## src/rtl/mode13h_pkg.sv

```systemverilog
// Shared types and constants for the mode 13h (320x200, 256-colour) pixel path.
package mode13h_pkg;

    localparam int LOGICAL_WIDTH  = 320;
    localparam int LOGICAL_HEIGHT = 200;
    localparam int FB_BYTES       = 64000;

    typedef logic [7:0]  pal_index_t;
    typedef logic [15:0] fb_addr_t;

    // One palette entry: three 6-bit DAC fields, red in the MSBs.
    typedef struct packed {
        logic [5:0] r;
        logic [5:0] g;
        logic [5:0] b;
    } rgb666_t;

    // Per-pixel control bits that travel alongside the VRAM read.
    typedef struct packed {
        logic fetch;
        logic de;
        logic hsync;
        logic vsync;
    } pix_ctrl_t;

    // Linear framebuffer address y*320 + x, built from shifts so it maps onto adders.
    function automatic fb_addr_t fb_addr(input logic [8:0] x, input logic [7:0] y);
        fb_addr_t y_w;
        y_w = fb_addr_t'(y);
        return (y_w << 8) + (y_w << 6) + fb_addr_t'(x);
    endfunction

endpackage

```

## src/rtl/mode13h_palette_ram.sv

```systemverilog
// 256 x 18-bit colour palette: one synchronous write port, one registered read port.
// A read and a write to the same entry on the same edge returns the old contents.
module mode13h_palette_ram
    import mode13h_pkg::*;
(
    input  logic       clk,
    input  logic       wr_en_i,
    input  pal_index_t wr_index_i,
    input  rgb666_t    wr_data_i,
    input  pal_index_t rd_index_i,
    output rgb666_t    rd_data_o
);

    rgb666_t mem_q [256];
    rgb666_t rd_data_q;

    // Write the addressed entry and register the read; storage is loaded by software.
    // NOTE: the array has no reset branch -- a reset would stop it mapping onto block RAM,
    // and the non-blocking read below samples the entry before this edge's write lands,
    // which is exactly the read-before-write behaviour downstream relies on.
    always_ff @(posedge clk) begin
        if (wr_en_i) begin
            mem_q[wr_index_i] <= wr_data_i;
        end
        rd_data_q <= mem_q[rd_index_i];
    end

    assign rd_data_o = rd_data_q;

endmodule

```

## src/rtl/mode13h_pixel_pipeline.sv

```systemverilog
// Mode 13h pixel back end: VRAM fetch, palette lookup and DAC output register,
// with display enable and syncs delayed to stay aligned with the colour data.
// Latency from inputs to vga_*/syncs/de_out is 3 + VRAM_LATENCY clocks.
module mode13h_pixel_pipeline
    import mode13h_pkg::*;
#(
    parameter int         VRAM_LATENCY = 1,
    parameter int         COLOR_BITS   = 4,
    parameter pal_index_t BORDER_INDEX = 8'd0,
    parameter logic       SYNC_IDLE    = 1'b1
) (
    input  logic                  clk,
    input  logic                  rst_n,
    input  logic [8:0]            logical_x,
    input  logic [7:0]            logical_y,
    input  logic                  in_display_area,
    input  logic                  display_enable,
    input  logic                  hsync_in,
    input  logic                  vsync_in,
    output logic [15:0]           vram_addr,
    output logic                  vram_rd_en,
    input  logic [7:0]            vram_rd_data,
    input  logic                  pal_wr_en,
    input  logic [7:0]            pal_wr_index,
    input  logic [17:0]           pal_wr_data,
    output logic [COLOR_BITS-1:0] vga_r,
    output logic [COLOR_BITS-1:0] vga_g,
    output logic [COLOR_BITS-1:0] vga_b,
    output logic                  hsync_out,
    output logic                  vsync_out,
    output logic                  de_out
);

    localparam pix_ctrl_t CTRL_RESET = '{fetch: 1'b0, de: 1'b0, hsync: SYNC_IDLE, vsync: SYNC_IDLE};

    // ---------------- Stage A: address generation ----------------
    logic      fetch_a;
    fb_addr_t  vram_addr_d;
    fb_addr_t  vram_addr_q;
    logic      vram_rd_en_q;
    pix_ctrl_t ctrl_a_q;

    // Out-of-window coordinates are treated as border even when the area flag is set.
    assign fetch_a = in_display_area
                  && (logical_x < 9'(LOGICAL_WIDTH))
                  && (logical_y < 8'(LOGICAL_HEIGHT));

    // The address only moves on a real fetch; otherwise it holds.
    assign vram_addr_d = fetch_a ? fb_addr(logical_x, logical_y) : vram_addr_q;

    // Register the read request together with the control bits of the same pixel.
    always_ff @(posedge clk) begin
        if (!rst_n) begin
            vram_addr_q  <= '0;
            vram_rd_en_q <= 1'b0;
            ctrl_a_q     <= CTRL_RESET;
        end else begin
            vram_addr_q  <= vram_addr_d;
            vram_rd_en_q <= fetch_a;
            ctrl_a_q     <= '{fetch: fetch_a, de: display_enable, hsync: hsync_in, vsync: vsync_in};
        end
    end

    // ---------------- Stage B: wait out the VRAM latency ----------------
    pix_ctrl_t ctrl_b_q [VRAM_LATENCY];
    pix_ctrl_t ctrl_b;

    // Shift the control bits so they emerge in the same cycle as vram_rd_data.
    always_ff @(posedge clk) begin
        if (!rst_n) begin
            for (int i = 0; i < VRAM_LATENCY; i++) begin
                ctrl_b_q[i] <= CTRL_RESET;
            end
        end else begin
            ctrl_b_q[0] <= ctrl_a_q;
            for (int i = 1; i < VRAM_LATENCY; i++) begin
                ctrl_b_q[i] <= ctrl_b_q[i-1];
            end
        end
    end

    assign ctrl_b = ctrl_b_q[VRAM_LATENCY-1];

    // ---------------- Stage C: palette read ----------------
    pal_index_t pal_rd_index;
    rgb666_t    pal_rd_data;
    logic       de_c_q;
    logic       hsync_c_q;
    logic       vsync_c_q;

    // Pick the VRAM index for fetched pixels and the border colour otherwise.
    // NOTE: the default assignment first means every path drives pal_rd_index,
    // so this stays pure combinational logic and never becomes a latch.
    always_comb begin
        pal_rd_index = BORDER_INDEX;
        if (ctrl_b.fetch) begin
            pal_rd_index = vram_rd_data;
        end
    end

    mode13h_palette_ram u_palette (
        .clk        (clk),
        .wr_en_i    (pal_wr_en),
        .wr_index_i (pal_wr_index),
        .wr_data_i  (rgb666_t'(pal_wr_data)),
        .rd_index_i (pal_rd_index),
        .rd_data_o  (pal_rd_data)
    );

    // Carry enable and syncs alongside the registered palette read.
    always_ff @(posedge clk) begin
        if (!rst_n) begin
            de_c_q    <= 1'b0;
            hsync_c_q <= SYNC_IDLE;
            vsync_c_q <= SYNC_IDLE;
        end else begin
            de_c_q    <= ctrl_b.de;
            hsync_c_q <= ctrl_b.hsync;
            vsync_c_q <= ctrl_b.vsync;
        end
    end

    // ---------------- Stage D: DAC output register ----------------
    logic [COLOR_BITS-1:0] r_q;
    logic [COLOR_BITS-1:0] g_q;
    logic [COLOR_BITS-1:0] b_q;
    logic                  de_q;
    logic                  hsync_q;
    logic                  vsync_q;

    // Keep the top COLOR_BITS of each field during active video, force black in blanking.
    always_ff @(posedge clk) begin
        if (!rst_n) begin
            r_q     <= '0;
            g_q     <= '0;
            b_q     <= '0;
            de_q    <= 1'b0;
            hsync_q <= SYNC_IDLE;
            vsync_q <= SYNC_IDLE;
        end else begin
            de_q    <= de_c_q;
            hsync_q <= hsync_c_q;
            vsync_q <= vsync_c_q;
            if (de_c_q) begin
                r_q <= COLOR_BITS'(pal_rd_data.r >> (6 - COLOR_BITS));
                g_q <= COLOR_BITS'(pal_rd_data.g >> (6 - COLOR_BITS));
                b_q <= COLOR_BITS'(pal_rd_data.b >> (6 - COLOR_BITS));
            end else begin
                r_q <= '0;
                g_q <= '0;
                b_q <= '0;
            end
        end
    end

    assign vram_addr  = vram_addr_q;
    assign vram_rd_en = vram_rd_en_q;
    assign vga_r      = r_q;
    assign vga_g      = g_q;
    assign vga_b      = b_q;
    assign de_out     = de_q;
    assign hsync_out  = hsync_q;
    assign vsync_out  = vsync_q;

endmodule

```

## config.mk

```make
export PLATFORM = sky130hd
export DESIGN_NAME = mode13h_pixel_pipeline
export DESIGN_NICKNAME = d
export VERILOG_FILES = /design/src/rtl/mode13h_pkg.sv /design/src/rtl/mode13h_palette_ram.sv /design/src/rtl/mode13h_pixel_pipeline.sv
export SDC_FILE = /design/constraint.sdc
export NUM_CORES = 2
export LEC_CHECK = 0
export ABC_AREA = 0
export ABC_CLOCK_PERIOD_IN_PS = 5900
export BUFFER_PORTS_ARGS = -buffer_cell sky130_fd_sc_hd__buf_2
export CAP_MARGIN = 10
export CORE_MARGIN = 4
export CORE_UTILIZATION = 50
export DETAILED_ROUTE_END_ITERATION = 8
export GPL_TIMING_DRIVEN = 0
export PLACE_DENSITY = 0.65
export SYNTH_ARGS = -nofsm -noshare
export SYNTH_HDL_FRONTEND = slang
export SYNTH_HIERARCHICAL = 1
export SYNTH_MEMORY_MAX_BITS = 65536
export SYNTH_SLANG_ARGS = --single-unit
```

## constraint.sdc

```tcl
create_clock -name clk -period 5.9 [get_ports clk]
set_input_delay 0.295 -clock clk [delete_from_list [all_inputs] [get_ports clk]]
set_output_delay 0.295 -clock clk [all_outputs]
set_load 0.01 [all_outputs]
```

# Word-level counts from Yosys, hierarchy flattened
# Memories as Yosys holds them, arrays and structs flattened. A register that Yosys moved wholly into a read port is not among the register bits.
# Cells that the tools add are included.
[classes]
n_addsub = 2
magnitude_cmp = 2
n_mux = 7
n_reduce_logical = 4
[ops]
columns = ["operator", "count"]
rows = [
  ["$add A16 B14 Y16", 1],
  ["$add A16 B9 Y16", 1],
  ["$lt A9 B9 Y1 const B", 1],
  ["$lt A8 B8 Y1 const B", 1],
  ["$mux W8", 1],
  ["$mux W1", 5],
  ["$mux W4", 1],
  ["$reduce_or A4 Y1", 1],
  ["$logic_and A1 B1 Y1", 2],
  ["$reduce_and A2 Y1", 1],
]
[totals]
reg_bits = 38
ramBits = 4612
input_bits = 58
output_inout_bits = 32
elab_cells = 31
memories = 2
[mem_list]
columns = ["memory", "words", "width", "read_ports", "rd_ports_with_merged_regs", "write_ports", "line_no", "rtl"]
rows = [
  ["u_palette.mem_q", 256, 18, 1, 1, 1, "mode13h_palette_ram.sv:14", "rgb666_t mem_q [256];"],
  ["ctrl_b_q", 1, 4, 1, 0, 1, "mode13h_pixel_pipeline.sv:65", "pix_ctrl_t ctrl_b_q [VRAM_LATENCY];"],
]

# Depth between registers and ports, before layout
[depth]
ltp_word = 3
depth_mapped = 13

# By module
# The synthesis kept the hierarchy.
[by_module_without_submodules]
columns = ["mod", "n_inst", "cells_per_inst", "area_each_um2", "seq_area_each_um2"]
rows = [
  ["mode13h_palette_ram", 1, 8281, 178222.2, 138733.1],
  ["mode13h_pixel_pipeline", 1, 184, 1773.0, 840.8],
]

# Worst setup path after synthesis
# OpenSTA, ideal clock, no wires.
[synth_timing]
path_type = "register to register"
startpoint = "memory ctrl_b_q[0][3] (netlist name)"
endpoint = "register, netlist name u_palette/rd_data_o[7]"
setup_time_ps = 127
arrival_time_ps = 2466
path_slack_ps = 3308
path_stages_with_launch = 10
path_buffers = 3
synth_period_minus_slack_ps = 2592
path_cell_list = "dfxtp_1 and2_1 buf_6 buf_6 buf_2 mux4_2 mux4_2 a22o_1 nor4_2 nor4_2"
[synth_between]
elab_chain_cells = 2
[synth_rtl]
columns = ["element", "line_no", "rtl"]
rows = [
  ["start, declared", "mode13h_pixel_pipeline.sv:65", ""],
  ["$mem_v2 Z1 W4", "n/a", ""],
  ["$mux W8", "mode13h_pixel_pipeline.sv:96", "if (ctrl_b.fetch) begin"],
  ["via pal_rd_index[0]", "mode13h_pixel_pipeline.sv:85", "pal_index_t pal_rd_index;"],
]
# The timed path passes the listed nets, and every way through them passes these cells.
# A chain may end at the register's enable or synchronous reset.

# Worst setup path in the final report
[layout_timing]
startpoint = "memory ctrl_b_q[0][3] (netlist name)"
endpoint = "register, netlist name u_palette/rd_data_o[2]"
[layout_between]
elab_chain_cells = 2
[layout_rtl]
columns = ["element", "line_no"]
rows = [
  ["$mem_v2 Z1 W4", "n/a"],
  ["$mux W8", "mode13h_pixel_pipeline.sv:96"],
  ["via pal_rd_index[2]", "mode13h_pixel_pipeline.sv:85"],
]
# The timed path passes the listed nets, and every way through them passes these cells.

==> flow_summary.json <==
{
  "cp-start-kind": "flop",
  "dpl.hpwl_um": 254000,
  "placed_cells": 9393,
  "gp_congestion": 1.00,
  "finalHoldViolCount": 0,
  "ant_nets": 0,
  "wl_met2_um": 170000,
  "vdd_drop_max_mv": 0.325,
  "max_slew_margin_pct": 6.58,
  "drt_iter0_markers": 9981,
  "synthesis.area_sq_um": 122000,
  "cap_violations": 0,
  "yosysWarningCount": 6,
  "fin_crit_ps": 5930,
  "hold_class": "primary input to flop",
  "syn-instance-count": 5992,
  "ioPinCount": 90,
  "regArea_sq_um": 93300,
  "status": "finished, violations left",
  "post_cts_buffers": 0,
  "grt_max_degree": 163,
  "hold-path-cell-count": 5,
  "cp.arrival_ps": 6670,
  "viasPerCell": 6.56,
  "p_per_area_nw_per_um2": 327,
  "ff2ff_path_depth": 10,
  "finClkSkew_ps": 55.0,
  "finalCritPeriodShare_pct": 101,
  "place_area_sq_um": 129000,
  "routed_wl_um": 372000,
  "layout-drive-gt1-share_pct": 23.6,
  "fp.dieW_um": 502,
  "wl_met3_um": 41100,
  "layout_setup_ws_ps": -30.8,
  "root_buffer": "clkbuf_16",
  "fin_nets": 6728,
  "htree_levels": 5,
  "routed.top_layer": "met5",
  "drtPass1Iterations": 6,
  "grt_pass1_vias": 63100,
  "power_leakage_nw": 42.9,
  "reg2reg_to": "u_palette/rd_data_o[2]",
  "rsz0062_at_grt": "no",
  "hp-start": "logical_x[7]",
  "routedWlPerCell_um": 36.8,
  "die_h_um": 502,
  "drc": 0,
  "syn-num-nets": 6067,
  "final_cell_area_sq_um": 140000,
  "cp.required_ps": 6640,
  "cts_resized": 0,
  "failed_checks": "setup timing",
  "hold_slack_ps": 53.8,
  "cts.sinks": 3126,
  "maxSlewViolCount": 0,
  "grt_pass1_wl_um": 508000,
  "numCtsBuffers": 332,
  "worst_pin_slew_ps": 1400,
  "num_rows": 181,
  "cts.clk_slew.worst_paths_ps": 60,
  "grt_overflow": 0,
  "cp_max_fo": 10,
  "initial_utilization_pct": 50.2,
  "avgSynthCellArea_sq_um": 20.4,
  "io_buffers": 78,
  "r2r_slack_ps": -30,
  "final-setup-viol-count": 1,
  "path_class": "flop to flop",
  "cts_buffer_depth": 4,
  "antenna_found_initial": 32,
  "fillers": 17800,
  "track_usage_pct": 29.3,
  "multi_input_area_sq_um": 25800,
  "clk_latency_ps": 930,
  "worstSetupEndpointType": "flop",
  "m1WireLength_um": 138000,
  "min_to": "vram_addr[8]",
  "cts_tree": "built",
  "fmax_ghz": 0.169,
  "r2r-start": "ctrl_b_q[0][3]",
  "syn_to_final_growth_pct": 14.8,
  "die-area_sq_um": 252000,
  "total_power_w": 0.0458,
  "core_region_area_sq_um": 243000,
  "layout.cells.non_filler": 10100,
  "num_vias": 66300
}
[stage by stage]
stage | utilization [%] | setup TNS, ps | worst slack (ps)
2_1_floorplan | - | 0 | 3420
3_3_place_gp | 52.1 | 0 | 29.0
3_5_place_dp | 52.9 | 0 | 228
4_1_cts | 57.3 | 0 | 192
5_1_grt | 57.6 | 0 | 36.8
6_report | 57.7 | -30.8 | -30.8
[critical path, stage by stage, from the launching register on]
cell and delay (ps):
dfxtp_1 870, and2_1 340, buf_2 440, clkinv_1 960, or3_1 750, clkbuf_1 260
clkbuf_1 280, o22ai_1 460, nor3_1 190, a22o_1 350, nor4_2 800
[state kept, by name (all words and copies together) (netlist names)]
| name | cells |
|---|---|
| ctrl_a_q | 4 |
| ctrl_b_q | 4 |
| de_c_q | 1 |
| de_out | 1 |
| hsync_c_q | 1 |
| hsync_out | 1 |
| u_palette/mem_q | 3072 |
| u_palette/rd_data_o | 12 |
| vga_b | 4 |
| vga_g | 4 |
| vga_r | 4 |
| vram_addr | 16 |
| vsync_c_q | 1 |
| vsync_out | 1 |
[metal layers]
metal  vias to the layer above  global-route usage, %
met5                         -                      0
met4                        10                   15.1
met3                       860                   6.67
met2                      4326                   44.2
met1                     35000                   40.3
li1                      26200                      -
[how the worst max path moves through the flow]
stage,from,to,slack (ps),cells after the start
finish,ctrl_b_q[0][3],u_palette/rd_data_o[2],-30,10
global route,ctrl_b_q[0][3],u_palette/rd_data_o[2],40,10
CTS,ctrl_b_q[0][3],u_palette/rd_data_o[17],190,10
detailed placement,ctrl_b_q[0][3],u_palette/rd_data_o[17],230,10
global placement,ctrl_b_q[0][3],u_palette/rd_data_o[17],30,11
floorplan,ctrl_b_q[0][3],u_palette/rd_data_o[15],3420,9
[timing repair]
item | in CTS | in global routing
hold buffers | 43 | 0
setup endpoints to repair | 0 | 0
endpoints found under the hold margin | 870 | 0
[cell type report]
| class | instances | area share [%] |
|---|---|---|
| tap | 3202 | 2.86 |
| timing repair buffer | 327 | 2.55 |
| inverter | 10 | 0.0268 |
| sequential | 3126 | 66.6 |
| antenna | 24 | 0.0429 |
| clock inverter | 164 | 1.03 |
| clock buffer | 407 | 6.27 |
| buffer | 504 | 2.23 |
| multi-input combinational | 2352 | 18.4 |
[placed cells by master (no fill, tap or decap), types with 70 or more instances in the layout]
cell type	count
mux2i_1	528
clkbuf_16	338
buf_4	117
nor2_1	237
buf_2	159
nor3_1	111
buf_6	141
o221ai_1	206
clkbuf_1	280
clkinv_1	70
mux4_2	576
a21oi_1	142
o22ai_1	163
edfxtp_1	3072
nand2_1	90
[power breakdown]
group | internal [W] | total, W | leakage (nW) | switching [W]
Sequential | 0.0244 | 0.0245 | 28.1 | 0.0000198
Clock | 0.0115 | 0.0199 | 4.99 | 0.00834
Combinational | 0.000418 | 0.00148 | 9.85 | 0.00106
Total | 0.0364 | 0.0458 | 42.9 | 0.00941
Note: power is estimated with default switching activity, not from simulation.
